--- config.mk ---
export PLATFORM = sky130hd
export DESIGN_NAME = gpio_ip
export DESIGN_NICKNAME = d
export VERILOG_FILES = /design/src/rtl/gpio_ip.sv
export SDC_FILE = /design/constraint.sdc
export NUM_CORES = 1
export LEC_CHECK = 0
export ABC_CLOCK_PERIOD_IN_PS = 1000
export CORE_MARGIN = 10
export CORE_UTILIZATION = 35
export CTS_BUF_LIST = sky130_fd_sc_hd__clkbuf_16
export DETAILED_ROUTE_END_ITERATION = 10
export GPL_TIMING_DRIVEN = 0
export HOLD_SLACK_MARGIN = 0.1
export PLACE_DENSITY_LB_ADDON = 0.12
export SYNTH_ARGS = -nofsm -noshare
export SYNTH_HDL_FRONTEND = slang
export SYNTH_SLANG_ARGS = --single-unit
--- constraint.sdc ---
create_clock -name clk -period 1 [get_ports clk]
set_clock_uncertainty 0.05 [all_clocks]
set_input_delay 0.2 -clock clk [delete_from_list [all_inputs] [get_ports clk]]
set_output_delay 0.2 -clock clk [all_outputs]
set_load 0.05 [all_outputs]
--- src/rtl/gpio_ip.sv ---
// gpio_ip: single 32-bit GPIO output register with strobe-based write and registered read-back.
// Define GPIO_RDATA_CLEAR_EN to make rdata a one-cycle pulse that clears whenever rd_en is low.
module gpio_ip #(
  parameter logic [31:0] RESET_VALUE = 32'h0000_0000
) (
  input  logic        clk,
  input  logic        resetn,
  input  logic        wr_en,
  input  logic        rd_en,
  input  logic [31:0] wdata,
  output logic [31:0] rdata,
  output logic [31:0] gpio_data
);

  logic [31:0] r_gpioReg;
  logic [31:0] r_rdata;

  // Register load; wdata is ignored unless wr_en is high.
  always_ff @(posedge clk or negedge resetn) begin
    if (!resetn) begin
      r_gpioReg <= RESET_VALUE;
    end else if (wr_en) begin
      r_gpioReg <= wdata;
    end
  end

  // Read captures the pre-edge register value, so a simultaneous write is never forwarded.
  always_ff @(posedge clk or negedge resetn) begin
    if (!resetn) begin
      r_rdata <= 32'h0;
    end else if (rd_en) begin
      r_rdata <= r_gpioReg;
    end else begin
`ifdef GPIO_RDATA_CLEAR_EN
      r_rdata <= 32'h0;
`else
      r_rdata <= r_rdata;
`endif
    end
  end

  assign gpio_data = r_gpioReg;
  assign rdata     = r_rdata;

endmodule

==> results_dict.tcl, run 1 <==
set metrics [dict create \
    critPathMaxStageDelay_ns 0.42 \
    placement.io_buffers 97 \
    avgRoutedWirePerCell_um 17.16 \
    p_int_w 0.006427 \
    comb_power_share_pct 34.4 \
    setup_tns_ns -8.641 \
    startpoint_class_of_the_critical_path "flop" \
    post-dp-hpwl_um 4520 \
    max_slew.worst_pin.slew_ns 0.7936 \
    finish.cell_count_without_fillers 388 \
    grt_pass1_wl_um 10720 \
    synthToLayoutAreaGrowth_pct 73.07 \
    global_router_s_overall_resource_usage_pct 11.88 \
    criticalPathCategory "flop to output port" \
    chain_of_cells_forming_the_critical_path "buf_8" \
    number_of_antenna_cells_inserted 0 \
    grt_antenna_before_repair 0 \
    final-max-slew-violation-count 0 \
    clkPwrFrac_pct 30.7 \
    detail-route-antenna-nets 0 \
    synth_top_area_cell "dfrtp_1" \
    ys_types 5 \
    mappedNetlistArea_um2 2690 \
    drt_first_pass_iters 4 \
    layout.cells.most_common "dfrtp_2" \
    design.final.nets 321 \
    clock_tree.buffer_depth 2 \
    drive_gt1_share_pct 88.24 \
    power.leakage_nw 2.169 \
    outcome "finished, violations left" \
    synth_cells 136 \
    dr_total_vias 1672 \
    grt_max_degree 65 \
    report.final.hold_viol_count 64 \
    post_layout_minimum_cycle_time_ns 1.150 \
    clock-sinks 64 \
    cts_tree "yes" \
    gp_congestion 0.6797 \
    timing.fmax_ghz 0.8694 \
    dieWidth_um 107.7 \
    synth_top_area_share_pct 59.53 \
    fillerInstances 551 \
    synth_top_area_cells "dfrtp_1 (60%), mux2_4 (33%), buf_12 (4.5%), mux2_2 (1.7%), buf_6 (0.84%)" \
    period_share_pct 115.0 \
    fp.dieH_um 107.7 \
    grt_pass1_vias 1976 \
    clock_latency_ns 0.32 \
    synth-seq-area-share_pct 59.53 \
    layout_common_cells "dfrtp_2 (64), mux2_4 (61), buf_6 (45)" \
    failed_checks "hold timing, setup timing" \
    totalWireLength_um 6660 \
    seq_power_share_pct 34.8 \
    finish.utilization_pct 63.17 \
    worst_ir_drop_vdd_uv 876.3 \
    min_path_type "input port to async pin" \
    crit_slowest_cell "dfrtp_2" \
    dpl.cell_count 332 \
    mappedNetlistNets 172 \
    overflow 0 \
    postSynthRegisterBits 64 \
    netSwitchingFraction_pct 31.43 \
    floorplan.core_area_um2 7370 \
    drtIter0Drc 41 \
    setup_repair_after_global_routing_missed_its_margin "true" \
    power.density_cell_area_nw_per_um2 2013 \
    htree_num_levels 3 \
    crit_fanout 2 \
    timing.critical_path.arrival_ns 0.90 \
    path_clk_slew_ns 0.05 \
    cts-buffers-inserted 9 \
    ios 100 \
    endpoint_kind "output port" \
    std_cell_rows 31 \
    postLayoutSetupSlackWorst_ns -0.1502 \
    yosys_warnings 0 \
    drc 0 \
    clk_root_buffer_cell "clkbuf_16" \
    max-cap-violations 0 \
    crit_family "flip-flops" \
    crit_required_ns 0.75 \
    hold-worst-slack_ns -0.08270 \
    syn_area_per_cell_um2 19.78 \
    timing.final.setup_violations 67 \
    worstPathBufferInverterCount 1 \
    slew_headroom_pct 47.09 \
    die-area_um2 11590 \
    switching_power_w 0.002946 \
    drt-vias-per-instance 4.309 \
    initial_core_util_pct 36.50 \
]
==> power by group through the flow <==
stage | Sequential (W) | Combinational [W] | Clock (W)
6_report | 0.00326 | 0.00323 | 0.00288
5_1_grt | 0.00330 | 0.00337 | 0.00313
4_1_cts | 0.00326 | 0.00317 | 0.00297
3_5_place_dp | 0.00324 | 0.00275 | 0
3_3_place_gp | 0.00323 | 0.00273 | 0
2_1_floorplan | 0.00438 | 0.000618 | 0
==> synth_stat cells, drive strengths merged <==
master / instances
dfrtp: 64
mux2: 64
buf: 8
==> path summary, 6_finish.rpt <==
| kind | start | end | slack (ns) | cells past startpoint |
|---|---|---|---|---|
| hold / removal | resetn | rdata[11]$_DFFE_PN0P_ | -0.08 | 1 |
| min in group clk | rd_en | rdata[29]$_DFFE_PN0P_ | 0.15 | 2 |
| setup reg to reg | gpio_data[31]$_DFFE_PN0P_ | rdata[31]$_DFFE_PN0P_ | -0.07 | 3 |
| max in group asynchronous | resetn | gpio_data[0]$_DFFE_PN0P_ | 0.41 | 1 |
| setup / recovery | gpio_data[29]$_DFFE_PN0P_ | gpio_data[29] | -0.15 | 1 |
| hold reg to reg | rdata[30]$_DFFE_PN0P_ | rdata[30]$_DFFE_PN0P_ | 0.48 | 1 |
==> cell families after synthesis <==
logic type | after synthesis | synth area share [%]
buffers and inverters | 8 | 5.302
muxes | 64 | 35.16
DFF | 64 | 59.54
==> cell type report <==
type	count	area, um2	share of cell area (%)
sequential	64	1682	36.12
multi-input combinational	64	949.7	20.40
tap	99	123.9	2.661
clock buffer	9	225.2	4.837
timing repair buffer	138	1480	31.79
buffer	8	142.6	3.064
clock inverter	6	52.55	1.129
==> what timing repair did <==
item / 4_1_cts / 5_1_grt
gates cloned: 0 / 0
gates resized for setup: 471 / 11
setup buffers: 34 / 7
hold endpoints to repair: 64 / 64
setup endpoints to repair: 64 / 69
==> through the flow <==
step / worst slack, ns / instance area (um2) / hold slack, ns / power [W]
4_1_cts: -0.1636 / 4562 / -0.04079 / 0.009398
3_3_place_gp: -2.765 / 3865 / 0.4467 / 0.005969
5_1_grt: -0.1750 / 4656 / -0.01132 / 0.009805
3_5_place_dp: -0.4310 / 3862 / 0.3001 / 0.005985
6_report: -0.1502 / 4656 / -0.08270 / 0.009373
2_1_floorplan: 0.03487 / 2770 / -0.1456 / 0.004994
==> flip-flops by register name, indices dropped and copies added, names as in the netlist <==
register   cells
rdata         32
gpio_data     32
==> per-layer routing <==
metal	vias to the layer above	GRT usage, %	wire length, um
met5	-	0	0
li1	771	-	-
met3	9	6.108	639
met4	0	4.580	87
met2	64	17.69	3153
met1	828	14.24	2780
(Power assumes the default switching activity.)
==> run 2, diff against run 1 <==
--- a/config.mk
+++ b/config.mk
@@ -10,6 +10,7 @@
 export CORE_UTILIZATION = 35
 export CTS_BUF_LIST = sky130_fd_sc_hd__clkbuf_16
 export DETAILED_ROUTE_END_ITERATION = 10
+export GPL_ROUTABILITY_DRIVEN = 0
 export GPL_TIMING_DRIVEN = 0
 export HOLD_SLACK_MARGIN = 0.1
 export PLACE_DENSITY_LB_ADDON = 0.12
==> results of run 2 <==
No change in the layout: final DEF, timing and power equal those of run 1.
